## src/rtl/noc_pkg.sv

```systemverilog
// noc_pkg: shared packet field layout, widths, FSM states and request packet builder.
package noc_pkg;
  localparam int REGID_W = 6;
  localparam int PORT_W = 2;
  localparam int VALID_B = 0;
  localparam int DEST_LSB = 1;
  localparam int SRC_LSB = 3;
  localparam int REGID_LSB = 5;
  localparam int RSP_REGID_LSB = 3;
  localparam int RDATA_LSB = 9;
  typedef enum logic {ISSUE, RETRY} state_t;
  function automatic logic [11:0] mk_req(input logic [REGID_W-1:0] r, input logic [PORT_W-1:0] src,
                                         input logic [PORT_W-1:0] dst);
    logic [11:0] p;
    p = '0;
    p[VALID_B] = 1'b1;
    p[DEST_LSB +: PORT_W] = dst;
    p[SRC_LSB +: PORT_W] = src;
    p[REGID_LSB +: REGID_W] = r;
    return p;
  endfunction
endpackage

```

## src/rtl/noc_requester_if.sv

```systemverilog
// noc_requester_if: local request/reply side plus requestor/responder NoC links of noc_requester.
interface noc_requester_if #(parameter int DATA_W = 16, parameter int MAX_OUT = 8);
  import noc_pkg::*;
  logic [PORT_W-1:0] id;
  logic req_valid, req_ready, full, almost_full, write, resp_valid, timeout, err_stray;
  logic [REGID_W-1:0] req_reg_id, resp_reg_id;
  logic [PORT_W-1:0] req_dest;
  logic [11:0] dataOut;
  logic [DATA_W+8:0] dataIn;
  logic [DATA_W-1:0] resp_data;
  logic [$clog2(MAX_OUT+1)-1:0] outstanding;
  modport slave (input id, req_valid, req_reg_id, req_dest, full, almost_full, dataIn,
                 output req_ready, dataOut, write, resp_valid, resp_reg_id, resp_data, timeout, err_stray, outstanding);
  modport master (output id, req_valid, req_reg_id, req_dest, full, almost_full, dataIn,
                  input req_ready, dataOut, write, resp_valid, resp_reg_id, resp_data, timeout, err_stray, outstanding);
endinterface

```

## src/rtl/noc_req_scoreboard.sv

```systemverilog
// noc_req_scoreboard: per-reg_id pending bits, destination table and outstanding count.
module noc_req_scoreboard
  import noc_pkg::*;
#(
  parameter int OUT_W = 4
) (
  input  logic               clk,
  input  logic               reset,
  input  logic               set_en,
  input  logic [REGID_W-1:0] set_id,
  input  logic [PORT_W-1:0]  set_dest,
  input  logic               clr_en,
  input  logic [REGID_W-1:0] clr_id,
  input  logic               clr_all,
  input  logic [REGID_W-1:0] look_id,
  output logic [63:0]        pending,
  output logic [PORT_W-1:0]  look_dest,
  output logic [OUT_W-1:0]   outstanding
);
  logic [PORT_W-1:0] dest_q [64];
  logic [63:0] set_m, clr_m;
  assign set_m = {63'd0, set_en} << set_id;
  assign clr_m = clr_all ? '1 : {63'd0, clr_en} << clr_id;
  assign look_dest = dest_q[look_id];
  always_ff @(posedge clk or posedge reset)
    if (reset) begin
      pending <= '0;
      outstanding <= '0;
    end else begin
      pending <= (pending & ~clr_m) | set_m;
      outstanding <= clr_all ? OUT_W'(set_en) : outstanding + OUT_W'(set_en) - OUT_W'(clr_en);
    end
  // destination entries are only meaningful while their pending bit is set
  always_ff @(posedge clk)
    if (set_en) dest_q[set_id] <= set_dest;
endmodule

```

## src/rtl/noc_requester.sv

```systemverilog
// noc_requester: issues register-read packets, matches responses, watchdog recovery.
// Define NOC_REQ_RETRY_EN to re-issue pending reads on timeout instead of dropping them.
module noc_requester
  import noc_pkg::*;
#(
  parameter int DATA_W = 16,
  parameter int REQ_W = 12,
  parameter int RESP_W = DATA_W + 9,
  parameter int MAX_OUT = 8,
  parameter int TIMEOUT = 1023,
  parameter int TO_W = 10
) (
  input logic clk,
  input logic reset,
  noc_requester_if.slave bus
);
  localparam int OUT_W = $clog2(MAX_OUT + 1);
  state_t state, state_n;
  logic hold_v, acc, rv, hit, can_send, send, fire, load, adv, clr_all, unused;
  logic [REQ_W-1:0] hold_q;
  logic [RESP_W-1:0] din;
  logic [TO_W-1:0] wd;
  logic [REGID_W-1:0] idx, rid;
  logic [63:0] pending;
  logic [PORT_W-1:0] idx_dest;
  logic [OUT_W-1:0] outstanding;
  assign din = bus.dataIn;
  assign rv = din[VALID_B];
  assign rid = din[RSP_REGID_LSB +: REGID_W];
  assign hit = rv & pending[rid];
  assign bus.req_ready = ~reset & state == ISSUE & ~hold_v & (outstanding < OUT_W'(MAX_OUT)) & ~pending[bus.req_reg_id];
  assign acc = bus.req_valid & bus.req_ready;
  assign can_send = bus.write ? ~bus.almost_full : ~bus.full;
  assign fire = state == ISSUE & outstanding != '0 & ~hit & wd == TO_W'(TIMEOUT);
  assign bus.outstanding = outstanding;
  assign unused = ^{din[DEST_LSB +: PORT_W], idx_dest};
`ifdef NOC_REQ_RETRY_EN
  assign load = state == RETRY & pending[idx] & ~hold_v;
  assign adv = state == RETRY & (~pending[idx] | ~hold_v);
  assign send = hold_v & can_send;
  assign clr_all = 1'b0;
`else
  assign load = 1'b0;
  assign adv = 1'b0;
  assign send = hold_v & can_send & ~fire;
  assign clr_all = fire;
`endif
  always_comb begin
    state_n = state;
`ifdef NOC_REQ_RETRY_EN
    state_n = fire ? RETRY : (adv && idx == '1) ? ISSUE : state;
`endif
  end
  noc_req_scoreboard #(.OUT_W(OUT_W)) u_sb (
    .clk(clk), .reset(reset),
    .set_en(acc), .set_id(bus.req_reg_id), .set_dest(bus.req_dest),
    .clr_en(hit), .clr_id(rid), .clr_all(clr_all),
    .look_id(idx), .pending(pending), .look_dest(idx_dest), .outstanding(outstanding)
  );
  always_ff @(posedge clk or posedge reset)
    if (reset) begin
      state <= ISSUE;
      hold_v <= 1'b0;
      hold_q <= '0;
      wd <= '0;
      idx <= '0;
      bus.write <= 1'b0;
      bus.dataOut <= '0;
      bus.resp_valid <= 1'b0;
      bus.resp_reg_id <= '0;
      bus.resp_data <= '0;
      bus.err_stray <= 1'b0;
      bus.timeout <= 1'b0;
    end else begin
      state <= state_n;
      hold_v <= acc | load | (hold_v & ~send & ~clr_all);
      if (acc | load) hold_q <= acc ? mk_req(bus.req_reg_id, bus.id, bus.req_dest) : mk_req(idx, bus.id, idx_dest);
      bus.write <= send;
      if (send) bus.dataOut <= hold_q;
      wd <= (outstanding == '0 || hit || fire || state == RETRY) ? '0 : wd + TO_W'(1);
      if (adv) idx <= idx + REGID_W'(1);
      bus.resp_valid <= hit;
      if (hit) bus.resp_reg_id <= rid;
      if (hit) bus.resp_data <= din[RDATA_LSB +: DATA_W];
      bus.err_stray <= rv & ~pending[rid];
      bus.timeout <= fire;
    end
endmodule

```

## src/flat_wrapper.sv

```systemverilog
// flat-port wrapper written by rule: the top's interface ports become plain ports
module noc_requester_flat import noc_pkg::*;
#(
  parameter int DATA_W = 16,
  parameter int REQ_W = 12,
  parameter int RESP_W = DATA_W + 9,
  parameter int MAX_OUT = 8,
  parameter int TIMEOUT = 1023,
  parameter int TO_W = 10
)
  (clk, reset, bus_id, bus_req_valid, bus_req_reg_id, bus_req_dest, bus_full, bus_almost_full, bus_dataIn, bus_req_ready, bus_dataOut, bus_write, bus_resp_valid, bus_resp_reg_id, bus_resp_data, bus_timeout, bus_err_stray, bus_outstanding);
  noc_requester_if #(.DATA_W(DATA_W), .MAX_OUT(MAX_OUT)) bus_i ();
  input logic clk;
  input logic reset;
  input wire logic [$bits(bus_i.id)-1:0] bus_id;
  input wire logic [$bits(bus_i.req_valid)-1:0] bus_req_valid;
  input wire logic [$bits(bus_i.req_reg_id)-1:0] bus_req_reg_id;
  input wire logic [$bits(bus_i.req_dest)-1:0] bus_req_dest;
  input wire logic [$bits(bus_i.full)-1:0] bus_full;
  input wire logic [$bits(bus_i.almost_full)-1:0] bus_almost_full;
  input wire logic [$bits(bus_i.dataIn)-1:0] bus_dataIn;
  output wire logic [$bits(bus_i.req_ready)-1:0] bus_req_ready;
  output wire logic [$bits(bus_i.dataOut)-1:0] bus_dataOut;
  output wire logic [$bits(bus_i.write)-1:0] bus_write;
  output wire logic [$bits(bus_i.resp_valid)-1:0] bus_resp_valid;
  output wire logic [$bits(bus_i.resp_reg_id)-1:0] bus_resp_reg_id;
  output wire logic [$bits(bus_i.resp_data)-1:0] bus_resp_data;
  output wire logic [$bits(bus_i.timeout)-1:0] bus_timeout;
  output wire logic [$bits(bus_i.err_stray)-1:0] bus_err_stray;
  output wire logic [$bits(bus_i.outstanding)-1:0] bus_outstanding;
  assign bus_i.id = bus_id;
  assign bus_i.req_valid = bus_req_valid;
  assign bus_i.req_reg_id = bus_req_reg_id;
  assign bus_i.req_dest = bus_req_dest;
  assign bus_i.full = bus_full;
  assign bus_i.almost_full = bus_almost_full;
  assign bus_i.dataIn = bus_dataIn;
  assign bus_req_ready = bus_i.req_ready;
  assign bus_dataOut = bus_i.dataOut;
  assign bus_write = bus_i.write;
  assign bus_resp_valid = bus_i.resp_valid;
  assign bus_resp_reg_id = bus_i.resp_reg_id;
  assign bus_resp_data = bus_i.resp_data;
  assign bus_timeout = bus_i.timeout;
  assign bus_err_stray = bus_i.err_stray;
  assign bus_outstanding = bus_i.outstanding;
  noc_requester #(.DATA_W(DATA_W), .REQ_W(REQ_W), .RESP_W(RESP_W), .MAX_OUT(MAX_OUT), .TIMEOUT(TIMEOUT), .TO_W(TO_W)) u_core (.clk(clk), .reset(reset), .bus(bus_i));
endmodule
```

## config.mk

```make
export PLATFORM = sky130hd
export DESIGN_NAME = noc_requester_flat
export DESIGN_NICKNAME = d
export VERILOG_FILES = /design/src/rtl/noc_pkg.sv /design/src/rtl/noc_requester_if.sv /design/src/rtl/noc_req_scoreboard.sv /design/src/rtl/noc_requester.sv /design/src/flat_wrapper.sv
export SDC_FILE = /design/constraint.sdc
export NUM_CORES = 1
export LEC_CHECK = 0
export CORE_UTILIZATION = 61
export CTS_BUF_LIST = sky130_fd_sc_hd__clkbuf_8
export CTS_CLUSTER_SIZE = 25
export DETAILED_ROUTE_END_ITERATION = 6
export PLACE_DENSITY = 0.94
export SYNTH_ARGS = -nofsm -noshare
export SYNTH_HDL_FRONTEND = slang
export SYNTH_SLANG_ARGS = --single-unit
export TNS_END_PERCENT = 100
```

## constraint.sdc

```tcl
create_clock -name clk -period 7.7 [get_ports clk]
set_input_delay 1.54 -clock clk [delete_from_list [all_inputs] [get_ports clk]]
set_output_delay 1.54 -clock clk [all_outputs]
set_load 0.01 [all_outputs]
```

== After elaboration in Yosys (flattened, before gate mapping) ==
Cells that the tools add are included.

* Word-level logic and storage cells: 58
* Input port bits: 40
* Register bits: 127
* Output and inout bits: 43

* Shifts and indexed selects: 2
* Order comparisons: 3
* Bitwise operators: 25
* Reductions and logical operators: 4
* Muxes and demuxes: 8
* Eq/ne operators: 1
* Add/sub/neg operators: 3

{| class="wikitable"
|+ Operators with widths
! operator !! count
|-
| << shifter 1 x 6 -> 64 bit || 2
|-
| AND 64 bit || 1
|-
| 2-to-1 mux 64 bit || 1
|-
| NOT 64 bit || 1
|-
| OR 64 bit || 1
|-
| less-than comparator 6 x 7 -> 1 bit (second input constant) || 2
|-
| AND 1 bit || 12
|-
| binary-select mux 1 bit (select 6 bit) || 2
|-
| adder 10 x 1 -> 10 bit (second input constant) || 1
|-
| == test 10 bit (second input constant) || 1
|-
| 2-to-1 mux 10 bit || 1
|-
| NOT 1 bit || 9
|-
| adder 4 x 1 -> 4 bit || 1
|-
| zero test 4 bit || 1
|-
| less-than comparator 4 bit (second input constant) || 1
|-
| 2-to-1 mux 4 bit || 1
|-
| nonzero test 4 bit || 1
|-
| subtractor 4 x 1 -> 4 bit || 1
|-
| 2-to-1 mux 1 bit || 3
|-
| logical OR 1 bit || 2
|-
| OR 1 bit || 1
|}

== Logic depth before layout (Yosys ltp) ==
* Word-level depth: 12
* Depth in mapped cells: 17

== By module ==
A second synthesis with hierarchy kept.

* Cells, all modules: 864
* Area total of the unflattened synthesis: 11,882.6 µm²

{| class="wikitable"
|+ By module, submodules not included
! module !! cells each !! seq. area each (µm²) !! area each (µm²) !! instances
|-
| noc_req_scoreboard || 585 || 5,545.3 || 8,355.5 || 1
|-
| noc_requester || 279 || 1,476.4 || 3,527.1 || 1
|}

== Least setup slack after synthesis ==
No wires, ideal clock.

* Path type: input to register
* Start: input bus_dataIn[3]
* End: register u_core.u_sb.outstanding[2]
* Arrival time: 4,645 ps
* Path buffers: 3
* Required time: 7,576 ps
* Library setup time: 124 ps
* Path slack: 2,931 ps
* Cell stages on the path: 15
* Path through: buf_4 mux4_2 mux2_2 a22o_1 o31ai_2 and2_1 buf_2 buf_2 inv_1 ha_1 inv_1 ha_1 fa_1 xnor2_1 nor2_1

* Longest elaborated chain between the ends: 7

{| class="wikitable"
|+ Ends and longest elaborated chain
! what !! RTL line !! source
|-
| start, declared || flat_wrapper.sv:21 || <nowiki>input wire logic [$bits(bus_i.dataIn)-1:0] bus_dataIn;</nowiki>
|-
| binary-select mux 1 bit (select 6 bit) (*) || noc_requester.sv:30 || <nowiki>assign hit = rv & pending[rid];</nowiki>
|-
| 2-to-1 mux 1 bit (implied by the code) (*) || noc_requester.sv:30 ||
|-
| AND 1 bit (*) || noc_requester.sv:30 ||
|-
| via u_core.hit || noc_requester.sv:19 || <nowiki>logic hold_v, acc, rv, hit, can_send, send, fire, load, adv, clr_all, unused;</nowiki>
|-
| branches (longest 3 deep; another with subtractor 4 x 1 -> 4 bit) || - ||
|-
| 2-to-1 mux 4 bit (*) || noc_req_scoreboard.sv:31 || <nowiki>outstanding <= clr_all ? OUT_W'(set_en) : outstanding + OUT_W'(set_en) - OUT_W'(clr_en);</nowiki>
|-
| end signal, assigned || noc_req_scoreboard.sv:31 ||
|-
| end, declared || noc_req_scoreboard.sv:18 || <nowiki>output logic [OUT_W-1:0] outstanding</nowiki>
|}

Mark *: on every way through the listed nets, which the timed path passes. The select of a mux whose other input is x is not followed.
A chain may end at the register's enable or synchronous reset.

== Worst setup path in the final report ==
* Start: input bus_req_reg_id[1]
* End: output bus_req_ready

* Longest elaborated chain between the ends: 4

{| class="wikitable"
|+ Ends and longest elaborated chain
! what !! RTL line !! source
|-
| start, declared || flat_wrapper.sv:17 || <nowiki>input wire logic [$bits(bus_i.req_reg_id)-1:0] bus_req_reg_id;</nowiki>
|-
| binary-select mux 1 bit (select 6 bit) || noc_requester.sv:31 || <nowiki>assign bus.req_ready = ~reset & state == ISSUE & ~hold_v & (outstanding < OUT_W'(MAX_OUT)) & ~pending[bus.req_ ...</nowiki>
|-
| 2-to-1 mux 1 bit (implied by the code) || noc_requester.sv:31 ||
|-
| NOT 1 bit || noc_requester.sv:31 ||
|-
| AND 1 bit || noc_requester.sv:31 ||
|-
| end, declared || flat_wrapper.sv:22 || <nowiki>output wire logic [$bits(bus_i.req_ready)-1:0] bus_req_ready;</nowiki>
|}

No other way between the ends. The select of a mux whose other input is x is not followed.

==> summary.txt <==
final routed DRC violation total - 0
Critical Path AT - 4.47 ns
number of synthesized flops with an enable pin - 0
post-route setup TNS - 0 ns
switch share - 0.337
total chip power - 2.27 mW
nets - 724
CTS sink cnt - 127
input/output buffers - 79
die area - 11,600 µm²
Avg Cell Area, Syn - 11.0 µm²
Ys Warns - 0
combinational group share of total power - 0.310
CTS resizes - 0
CTS root buf - clkbuf_8
GP Congestion - 0.936
critical path peak fanout - 15
DR vias - 5,832
number of global-route vias before repair - 5,874
layout cells sized above 1 - 0.164
final setup fails - 0
Core Box Area - 10,900 µm²
Initial DRC Count - 919
die span in x - 108 µm
Final Hold Viols - 0
Longest Clk Path Bufs - 2
Async SR Flop Fraction - 1.00
status - finished, final reports clean
Least-Margin Pin Slew - 1.06 ns
area leader, netlist - dfrtp_1
hold crit path type - register to register
Leak - 3.29 nW
initial antenna violation count - 0
Syn Nets - 665
Inserted Diodes - 0
VDD IR-drop max - 0.220 mV
max cap viols - 0
global-route wire length before repair - 31,300 µm
top post-synthesis cells by area - dfrtp_1 (47%), mux4_2 (7.6%), mux2_2 (5.1%), o21ai_0 (3.4%), mux2i_1 (3.2%)
CTS clk-pin slew, worst paths - 0.08 ns
DPL Wire Length - 13,000 µm
critical path class - input port to output port
Slew Limit Fails - 0
# fillers - 667
Power Internal - 1.51 mW
Worst slew margin - 0.296
Routed wire per std cell - 23.5 µm
cell count after synthesis - 618
top_reg_cell synth - dfrtp_1
Synth Register Bits - 127
unrepaired setup endpoints after global routing - false
Ports - 83
post-route clock period utilization - 0.780
multi-input logic area - 3380 µm²
FP Rows - 38
die height - 108 µm
Crit. End Element - output port
Post-DRT Antenna Nets - 0
Psw - 764 µW
CTS tree - built
clk_lat worst skew - 0.45 ns
startpoint types - input port
via density per instance - 7.03
crit-path max cell delay - 0.94 ns
Yosys top cell area share - 0.465
Clock power frac - 0.263
GRT overflow - 0
postcts setup bufs - 0
post-synth cell types - 58
cts bufs inserted - 17
CTS hold repair buffers - 0
Syn Std Cell Area - 6830 µm²
WP data required - 6.16 ns
largest net degree at the start of global routing - 76
fmax - 166 MHz
Layout Skew - 0.0137 ns
CP max-delay cell - clkdlybuf4s50_1
H-tree levels - 4
Seq/Total Area, Yosys - 0.465
worst-path cell chain - clkdlybuf4s50_1 > buf_4 > mux4_2 > nand2b_1 > a31oi_1 > a311o_1 > nand2_1 > clkdlybuf4s50_1
minimum clock period - 6.01 ns
Power Dens Cells - 282 nW/µm²
Area Growth Syn to Fin - 17.8%
Pre-antenna DRT Iters - 6
most used cell, CP - clkdlybuf4s50_1
Starting Density - 0.627
Flop pwr share - 0.427
register area - 3180 µm²
WL final - 19,500 µm
gr usage total - 0.364
==> power by group through the flow <==
stage / Combinational (mW) / Sequential (mW) / Clock [mW]
2_1_floorplan: 0.347 / 0.970 / 0
3_3_place_gp: 0.640 / 0.943 / 0
3_5_place_dp: 0.685 / 0.966 / 0
4_1_cts: 0.701 / 0.963 / 0.600
6_report: 0.703 / 0.968 / 0.597
5_1_grt: 0.753 / 0.983 / 0.622
==> Yosys cell counts (7+ instances only) <==
| library cell | number |
|---|---|
| o2bb2ai_1 | 14 |
| o22ai_1 | 18 |
| mux2_1 | 9 |
| nor2_1 | 26 |
| o21ai_0 | 46 |
| nand3_1 | 27 |
| buf_2 | 10 |
| mux2_2 | 31 |
| nand2b_1 | 10 |
| nand4_1 | 7 |
| nor2b_1 | 10 |
| o211ai_1 | 19 |
| o311ai_0 | 9 |
| dfrtp_1 | 127 |
| mux2i_1 | 22 |
| mux4_2 | 23 |
| o31ai_1 | 26 |
| inv_1 | 17 |
| nand2_1 | 40 |
| clkbuf_1 | 27 |
| or3_1 | 7 |
==> metrics by stage <==
| stage | utilization | cells | cell area, µm² | hold WS (ns) | setup WS, ns |
|---|---|---|---|---|---|
| floorplan | - | 618 | 6830 | 0.430 | 2.78 |
| global placement | 0.702 | 798 | 7640 | 0.447 | 1.79 |
| detailed placement | 0.702 | 798 | 7640 | 0.481 | 1.79 |
| CTS | 0.739 | 830 | 8050 | 0.502 | 1.77 |
| global route | 0.739 | 830 | 8050 | 0.521 | 1.62 |
| finish | 0.739 | 830 | 8050 | 0.499 | 1.69 |
==> routing by layer <==
layer	global-route usage	routed length [µm]	share of wire	up-vias
met2	0.563	9440	0.48	457
met1	0.473	7130	0.37	2838
met4	0.171	665	0.034	0
li1	-	-	-	2457
met3	0.106	2300	0.12	80
met5	0	0	0	-
==> cells in the final DEF, fill, tap and decap left out, drive strengths merged, types with 10 or more instances in the layout <==
cell	synthesis	final
o31ai	27	27
mux2	40	40
o21ai	46	46
clkdlybuf4s50	0	78
mux2i	22	22
nor2b	10	10
nand2b	10	10
o211ai	20	20
mux4	23	23
nor2	26	26
inv	17	22
o2bb2ai	14	14
o22ai	22	22
dfrtp	127	127
nand2	40	40
clkbuf	27	18
nand3	28	28
==> cell families (layout without fill, tap and decap cells) <==
group	after synthesis	after routing	share of synthesized area
xor gates and xnor gates	10	10	0.0128
and+or+nand+nor	159	159	0.120
AOI/OAI and AO/OA	165	165	0.173
other	1	1	0.000549
muxes	85	85	0.174
DFF	127	127	0.465
buffers and inverters	64	136	0.0403
adders and majority gates	7	7	0.0139
==> state kept, by name (all words and copies together), names as in the netlist <==
register and flops:
u_core.bus.dataOut 11, u_core.bus.err_stray 1, u_core.bus.resp_data 16, u_core.bus.resp_reg_id 6, u_core.bus.resp_valid 1, u_core.bus.timeout 1
u_core.bus.write 1, u_core.hold_q 11, u_core.hold_v 1, u_core.u_sb.outstanding 4, u_core.u_sb.pending 64, u_core.wd 10
==> area by class of cell <==
cell class	instances	area share
inverter	17	0.00824
clock buffer	18	0.0308
timing repair buffer	87	0.105
sequential	127	0.395
clock inverter	14	0.0194
multi-input combinational	427	0.420
tap	140	0.0218
==> critical path, delay by kind of cell <==
family	cells	cell delay (ns)
muxes	1	0.34
buffers and inverters	3	1.84
and+or+nand+nor	2	0.27
AOI/OAI and AO/OA	2	0.48
==> path summary, 6_finish.rpt <==
check,slack [ns],startpoint,end,cells past startpoint
max,1.69,bus_req_reg_id[1],bus_req_ready,8
min,0.50,u_core.hold_q[0],u_core.hold_q[0],1
max reg2reg,3.81,u_core.u_sb.pending[45],u_core.u_sb.outstanding[2],13
min reg2reg,0.50,u_core.hold_q[0],u_core.hold_q[0],1
max in group asynchronous,4.79,reset,u_core.u_sb.pending[37],3
min in group asynchronous,1.70,reset,u_core.bus.resp_data[12],2
No activity file was read; power rests on OpenSTA's default activity.
